--- config.mk ---
export PLATFORM = sky130hd
export DESIGN_NAME = text_cursor_ctrl
export DESIGN_NICKNAME = d
export VERILOG_FILES = /design/src/rtl/vga_text_pkg.sv /design/src/rtl/text_cursor_counter.sv /design/src/rtl/text_cursor_ctrl.sv
export SDC_FILE = /design/constraint.sdc
export NUM_CORES = 1
export LEC_CHECK = 0
export CORE_MARGIN = 5
export CORE_UTILIZATION = 25
export CTS_CLUSTER_DIAMETER = 80
export DETAILED_ROUTE_END_ITERATION = 8
export GPL_TIMING_DRIVEN = 1
export SYNTH_ARGS = -nofsm -noshare
export SYNTH_HDL_FRONTEND = slang
export SYNTH_SLANG_ARGS = --single-unit
--- constraint.sdc ---
create_clock -name i_clk -period 7.1 [get_ports i_clk]
set_input_delay 2.13 -clock i_clk [delete_from_list [all_inputs] [get_ports i_clk]]
set_output_delay 2.13 -clock i_clk [all_outputs]
set_load 0.01 [all_outputs]
--- src/rtl/vga_text_pkg.sv ---
// Shared constants, FSM states and cursor commands for the VGA text write path.
package vga_text_pkg;

  localparam int unsigned COLS_DEFAULT = 80;
  localparam int unsigned ROWS_DEFAULT = 30;

  localparam logic [7:0] CH_NUL      = 8'h00;
  localparam logic [7:0] CH_SPACE    = 8'h20;
  localparam logic [7:0] CH_BS       = 8'h08;
  localparam logic [7:0] CH_LF       = 8'h0A;
  localparam logic [7:0] CH_FF       = 8'h0C;
  localparam logic [7:0] CH_CR       = 8'h0D;
  localparam logic [7:0] CH_PRINT_LO = 8'h20;
  localparam logic [7:0] CH_PRINT_HI = 8'h7E;

  typedef enum logic [1:0] {
    StIdle,
    StExec,
    StClearRow,
    StClearAll
  } state_e;

  typedef enum logic [2:0] {
    CmdNone,
    CmdInc,
    CmdDec,
    CmdCr,
    CmdNewline,
    CmdHome
  } cursor_cmd_e;

  function automatic logic is_printable(input logic [7:0] ch);
    return (ch >= CH_PRINT_LO) && (ch <= CH_PRINT_HI);
  endfunction

endpackage

--- src/rtl/text_cursor_counter.sv ---
// Cursor position (col, row) plus a running row base address; the linear
// address is row_base + col, so no multiplier is needed.
module text_cursor_counter
  import vga_text_pkg::*;
#(
  parameter int unsigned COLS   = COLS_DEFAULT,
  parameter int unsigned ROWS   = ROWS_DEFAULT,
  parameter int unsigned ADDR_W = 12
) (
  input  logic              i_clk,
  input  logic              i_rst,
  input  cursor_cmd_e       i_cmd,
  output logic [6:0]        o_col,
  output logic [4:0]        o_row,
  output logic [ADDR_W-1:0] o_row_base,
  output logic [ADDR_W-1:0] o_next_base,
  output logic [ADDR_W-1:0] o_addr,
  output logic [ADDR_W-1:0] o_prev_addr
);

  localparam logic [6:0]        LastCol = 7'(COLS - 1);
  localparam logic [4:0]        LastRow = 5'(ROWS - 1);
  localparam logic [ADDR_W-1:0] RowStep = ADDR_W'(COLS);

  logic [6:0]        r_col, w_col_d;
  logic [4:0]        r_row, w_row_d, w_next_row;
  logic [ADDR_W-1:0] r_base, w_base_d, w_next_base;
  logic              w_wrap;

  assign w_wrap      = (r_row == LastRow);
  assign w_next_row  = w_wrap ? '0 : r_row + 5'd1;
  assign w_next_base = w_wrap ? '0 : r_base + RowStep;

  always_comb begin
    w_col_d  = r_col;
    w_row_d  = r_row;
    w_base_d = r_base;
    case (i_cmd)
      CmdInc: begin
        if (r_col == LastCol) begin
          w_col_d  = '0;
          w_row_d  = w_next_row;
          w_base_d = w_next_base;
        end else begin
          w_col_d = r_col + 7'd1;
        end
      end
      CmdDec: begin
        if (r_col != '0) w_col_d = r_col - 7'd1;
      end
      CmdCr: w_col_d = '0;
      CmdNewline: begin
        w_col_d  = '0;
        w_row_d  = w_next_row;
        w_base_d = w_next_base;
      end
      CmdHome: begin
        w_col_d  = '0;
        w_row_d  = '0;
        w_base_d = '0;
      end
      default: ;
    endcase
  end

  always_ff @(posedge i_clk) begin
    if (i_rst) begin
      r_col  <= '0;
      r_row  <= '0;
      r_base <= '0;
    end else begin
      r_col  <= w_col_d;
      r_row  <= w_row_d;
      r_base <= w_base_d;
    end
  end

  assign o_col       = r_col;
  assign o_row       = r_row;
  assign o_row_base  = r_base;
  assign o_next_base = w_next_base;
  assign o_addr      = r_base + ADDR_W'(r_col);
  assign o_prev_addr = o_addr - ADDR_W'(1);

endmodule

--- src/rtl/text_cursor_ctrl.sv ---
// Byte-stream to text-buffer write controller with clear-row/clear-screen sweeps.
// Optional TEXT_CURSOR_DEDUP_EN suppresses repeats of the last printable byte.
module text_cursor_ctrl
  import vga_text_pkg::*;
#(
  parameter int unsigned COLS   = COLS_DEFAULT,
  parameter int unsigned ROWS   = ROWS_DEFAULT,
  parameter int unsigned ADDR_W = 12
) (
  input  logic              i_clk,
  input  logic              i_rst,
  input  logic [7:0]        i_rx_data,
  input  logic              i_rx_valid,
  output logic              o_rx_ready,
  output logic              o_wr_en,
  output logic [ADDR_W-1:0] o_wr_addr,
  output logic [7:0]        o_wr_data,
  output logic [6:0]        o_cursor_col,
  output logic [4:0]        o_cursor_row,
  output logic              o_busy
);

  localparam int unsigned        SweepW     = ADDR_W + 1;
  localparam logic [SweepW-1:0]  TotalCells = SweepW'(COLS * ROWS);
  localparam logic [SweepW-1:0]  RowCells   = SweepW'(COLS);
  localparam logic [6:0]         LastCol    = 7'(COLS - 1);

  state_e            r_state, w_state_d;
  logic [7:0]        r_byte, w_byte_d;
  logic [SweepW-1:0] r_sweep, w_sweep_d;
  logic              r_rx_ready, r_wr_en, w_wr_en_d, r_busy;
  logic [ADDR_W-1:0] r_wr_addr, w_wr_addr_d;
  logic [7:0]        r_wr_data, w_wr_data_d;

  cursor_cmd_e       w_cmd;
  logic [6:0]        w_col;
  logic [4:0]        w_row;
  logic [ADDR_W-1:0] w_row_base, w_next_base, w_addr, w_prev_addr;
  logic              w_accept, w_dup;
  logic [7:0]        w_in_byte;

  assign w_accept = r_rx_ready & i_rx_valid;

`ifdef TEXT_CURSOR_DEDUP_EN
  logic [7:0] r_last, w_last_d;

  assign w_dup = is_printable(i_rx_data) && (i_rx_data == r_last);

  always_comb begin
    w_last_d = r_last;
    if (w_accept) w_last_d = is_printable(i_rx_data) ? i_rx_data : CH_NUL;
  end

  always_ff @(posedge i_clk) begin
    if (i_rst) r_last <= CH_NUL;
    else       r_last <= w_last_d;
  end
`else
  assign w_dup = 1'b0;
`endif

  // A suppressed duplicate is latched as NUL so EXEC treats it as a no-op.
  assign w_in_byte = w_dup ? CH_NUL : i_rx_data;

  text_cursor_counter #(
    .COLS   (COLS),
    .ROWS   (ROWS),
    .ADDR_W (ADDR_W)
  ) u_counter (
    .i_clk       (i_clk),
    .i_rst       (i_rst),
    .i_cmd       (w_cmd),
    .o_col       (w_col),
    .o_row       (w_row),
    .o_row_base  (w_row_base),
    .o_next_base (w_next_base),
    .o_addr      (w_addr),
    .o_prev_addr (w_prev_addr)
  );

  // Outputs are registered from next-state decisions, so the write for a
  // state is issued on the edge that enters it.
  always_comb begin
    w_state_d   = r_state;
    w_byte_d    = r_byte;
    w_sweep_d   = r_sweep;
    w_wr_en_d   = 1'b0;
    w_wr_addr_d = r_wr_addr;
    w_wr_data_d = CH_SPACE;
    w_cmd       = CmdNone;
    unique case (r_state)
      StIdle: begin
        if (w_accept) begin
          w_state_d = StExec;
          w_byte_d  = w_in_byte;
          if (is_printable(w_in_byte)) begin
            w_wr_en_d   = 1'b1;
            w_wr_addr_d = w_addr;
            w_wr_data_d = w_in_byte;
          end else if ((w_in_byte == CH_BS) && (w_col != '0)) begin
            w_wr_en_d   = 1'b1;
            w_wr_addr_d = w_prev_addr;
          end
        end
      end
      StExec: begin
        w_state_d = StIdle;
        if (is_printable(r_byte)) begin
          w_cmd = CmdInc;
          if (w_col == LastCol) begin
            w_state_d   = StClearRow;
            w_wr_en_d   = 1'b1;
            w_wr_addr_d = w_next_base;
            w_sweep_d   = SweepW'(1);
          end
        end else begin
          case (r_byte)
            CH_CR: w_cmd = CmdCr;
            CH_LF: begin
              w_cmd       = CmdNewline;
              w_state_d   = StClearRow;
              w_wr_en_d   = 1'b1;
              w_wr_addr_d = w_next_base;
              w_sweep_d   = SweepW'(1);
            end
            CH_BS: w_cmd = CmdDec;
            CH_FF: begin
              w_state_d   = StClearAll;
              w_wr_en_d   = 1'b1;
              w_wr_addr_d = '0;
              w_sweep_d   = SweepW'(1);
            end
            default: ;
          endcase
        end
      end
      StClearRow: begin
        if (r_sweep == RowCells) begin
          w_state_d = StIdle;
        end else begin
          w_wr_en_d   = 1'b1;
          w_wr_addr_d = w_row_base + ADDR_W'(r_sweep);
          w_sweep_d   = r_sweep + SweepW'(1);
        end
      end
      StClearAll: begin
        if (r_sweep == TotalCells) begin
          w_state_d = StIdle;
          w_cmd     = CmdHome;
        end else begin
          w_wr_en_d   = 1'b1;
          w_wr_addr_d = ADDR_W'(r_sweep);
          w_sweep_d   = r_sweep + SweepW'(1);
        end
      end
      default: w_state_d = StIdle;
    endcase
  end

  always_ff @(posedge i_clk) begin
    if (i_rst) begin
      r_state    <= StClearAll;
      r_byte     <= CH_NUL;
      r_sweep    <= '0;
      r_rx_ready <= 1'b0;
      r_wr_en    <= 1'b0;
      r_wr_addr  <= '0;
      r_wr_data  <= CH_SPACE;
      r_busy     <= 1'b1;
    end else begin
      r_state    <= w_state_d;
      r_byte     <= w_byte_d;
      r_sweep    <= w_sweep_d;
      r_rx_ready <= (w_state_d == StIdle);
      r_wr_en    <= w_wr_en_d;
      r_wr_addr  <= w_wr_addr_d;
      r_wr_data  <= w_wr_data_d;
      r_busy     <= (w_state_d == StClearRow) || (w_state_d == StClearAll);
    end
  end

  assign o_rx_ready   = r_rx_ready;
  assign o_wr_en      = r_wr_en;
  assign o_wr_addr    = r_wr_addr;
  assign o_wr_data    = r_wr_data;
  assign o_cursor_col = w_col;
  assign o_cursor_row = w_row;
  assign o_busy       = r_busy;

endmodule

==> run metrics <==
CTS root buffer=clkbuf_16; period utilization=60.5%; post-synthesis cell count=577; Reg2Reg Depth=10; Max Root-Sink Buffers=2; CP Class=input port to register; die area=21200 um^2; CP max-delay cell=clkdlybuf4s50_1; layout cell share with drive strength beyond 1=4.03%; Hold Path End=o_wr_addr[4]$_SDFFE_PP0P_; hold path depth=2; Pleak=2.11 nW; Final Hold Viols=0; Mapped Area=4590 um^2; Setup-failing EPs final=0; critical path peak fanout=8; Initial Util=25.5%; Worst slew margin=40.3%; CP Cell Sequence=clkdlybuf4s50_1 -> nand4_1 -> o221ai_1 -> buf_4 -> nand4_1 -> nor4_1 -> o2111ai_1 -> xnor2_1 -> o211ai_1 -> o31ai_1; Avg Inst Size Synth=7.96 um^2; power per cell area=153 nW/um^2; number of buffers created by CTS=9; hold_buf cts=0; Final Skew=0.0121 ns; largest net degree at the start of global routing=27; via count=4291; EDFF count, synth=0; setup tns final=0 ns; vias in the first global route=3950; CTS tree=yes; gr usage total=12.2%; worst stage delay on the critical path=0.55 ns; nature of the critical path endpoint=register; total nets after synthesis=617; unrepaired setup endpoints after global routing=no; reg-to-reg endpoint=o_wr_addr[11]$_SDFFE_PP0P_; Seq cells post-synth=69; Antenna Nets Post-Route=0; total core area=18000 um^2; H-tree depth=3; synth top area cells=dfxtp_1 30%, ha_1 7.4%, a21oi_1 6.1%, xnor2_1 5.7%, nor2_1 4.6%; Req. time, crit path=7.35 ns; number of top-level pins=46; Least-Margin Pin Slew=0.895 ns; Avg WL per Cell=15.4 um; die height=146 um; drt total wl=13.1 mm; f_max=0.233 GHz; Hold Crit Start=o_wr_addr[4]$_SDFFE_PP0P_; Period minus WS final=4.30 ns; initial antenna violation count=0; total global routing overflow=0; drt drc=0; fin cells=849; commonest non-fill, non-tap cell in the layout=dfxtp_1; worst reg2reg startpoint=u_counter.o_col[0]$_SDFFE_PP0P_; Post-synth ARST share=0%; Synth Flop Type=dfxtp_1; Placer Congestion=0.863; startpoint types=input port; HP Class=register to register; critical path arrival=4.55 ns; hold_ws=0.480 ns; fin. max-slew vios=0; dpl cell area=5270 um^2; row cnt=49; DRT Pass-1 Iters=5; Finished Cell Area=5540 um^2; DP HPWL=9.88 mm; P&R area growth vs syn=20.6%; CP most frequent cell=nand4_1; area leader, netlist=dfxtp_1; Post-Place Cells=833; Post-CTS Resized=0; setup slack, reg-to-reg=3.79 ns; Via density=5.05; max-cap check violation count=0; I/O Buffers=45; CTS clk-pin slew, worst paths=0.06 ns; Unique masters post-synth=62; die width=146 um; Nets=655; iteration-0 DRC count of the detailed router=349; top cell type's share of synthesized area=30.1%; status=finished clean; synth warn=0; Post-CTS Setup Bufs=0; commonest non-fill, non-tap cells in the layout=69 x dfxtp_1, 56 x nor2_1, 56 x a21oi_1; Max VDD drop=132 uV; worst skew pair latency=0.34 ns; first-pass GRT wire length=21.2 mm; ant diodes=0; sequential fraction of the synthesis area=30.1%; Fillers=1951; Sink Count=69
## cell families (layout without fill, tap and decap cells)
group / count (synthesis) / count (layout) / synth area share (%)
and+or+nand+nor: 232 / 232 / 26.0
AOI/OAI and AO/OA: 151 / 151 / 21.6
DFF: 69 / 69 / 30.1
xor gates and xnor gates: 48 / 48 / 9.16
buffers and inverters: 40 / 83 / 3.35
adders and majority gates: 29 / 29 / 8.23
muxes: 7 / 7 / 1.53
other: 1 / 1 / 0.0817
## where the power goes
part           total (mW)  leakage, nW  switching, mW  internal, mW
registers           0.394        0.557        0.00398         0.390
clock network       0.413        0.136          0.168         0.245
logic              0.0399         1.42         0.0210        0.0189
## worst max path at each step
stage / startpoint / end / slack [ns] / depth (start not counted)
finish: i_rx_data[5] / o_wr_addr[11]$_SDFFE_PP0P_ / 2.80 / 10
global route: i_rx_data[5] / o_wr_addr[11]$_SDFFE_PP0P_ / 2.50 / 10
CTS: i_rx_data[5] / o_wr_addr[11]$_SDFFE_PP0P_ / 2.81 / 10
detailed placement: i_rx_data[5] / o_wr_addr[11]$_SDFFE_PP0P_ / 2.48 / 10
global placement: i_rx_data[5] / o_wr_addr[11]$_SDFFE_PP0P_ / 2.49 / 10
floorplan: i_rx_data[6] / o_wr_addr[8]$_SDFFE_PP0P_ / 3.04 / 8
## registers in the layout, indices dropped and copies added, names as in the netlist
signal,cells
r_sweep,13
o_wr_addr,12
u_counter.o_row_base,12
o_wr_data,8
r_byte,8
u_counter.o_col,7
u_counter.o_row,5
r_state,2
o_rx_ready,1
o_wr_en,1
## cell type report
type                    count  area, um^2  area share (%)
repair buffers             48         473            8.54
multi-input cells         468        3060            55.2
inverters                  19        71.3            1.29
clock inverters             4        23.8           0.429
flip-flops and latches     69        1380            24.9
clock buffers              12         246            4.45
well taps                 229         287            5.17
## worst max-delay path: cells and delay by family
family / cells / cell delay, ns
and+or+nand+nor: 3 / 0.79
buffers and inverters: 2 / 0.74
AOI/OAI and AO/OA: 4 / 0.70
xor gates and xnor gates: 1 / 0.20
## cells in the mapped netlist, types with 8 or more instances
master and n:
a21o_1 8, a21oi_1 56, and2_1 16, and3_1 13
clkbuf_1 18, dfxtp_1 69, ha_1 27, inv_1 19
nand2_1 54, nand3_1 25, nand4_1 14, nor2_1 56
nor3_1 12, o211ai_1 8, o21ai_0 24, xnor2_1 30
xor2_1 18
## routing by layer
| layer | track usage (%) | part of all wire [%] | vias up |
|---|---|---|---|
| met4 | 2.66 | 1.3 | 0 |
| met3 | 4.08 | 5.6 | 14 |
| li1 | - | - | 2188 |
| met2 | 18.2 | 42 | 102 |
| met5 | 0 | 0 | - |
| met1 | 17.1 | 51 | 1987 |
## through the flow
stage / total power [mW] / utilization, % / setup slack (ns)
floorplan: 0.424 / - / 3.04
global placement: 0.442 / 29.2 / 2.49
detailed placement: 0.442 / 29.2 / 2.48
CTS: 0.860 / 30.7 / 2.81
global route: 0.882 / 30.7 / 2.50
finish: 0.847 / 30.7 / 2.80
(Power assumes the default switching activity.)
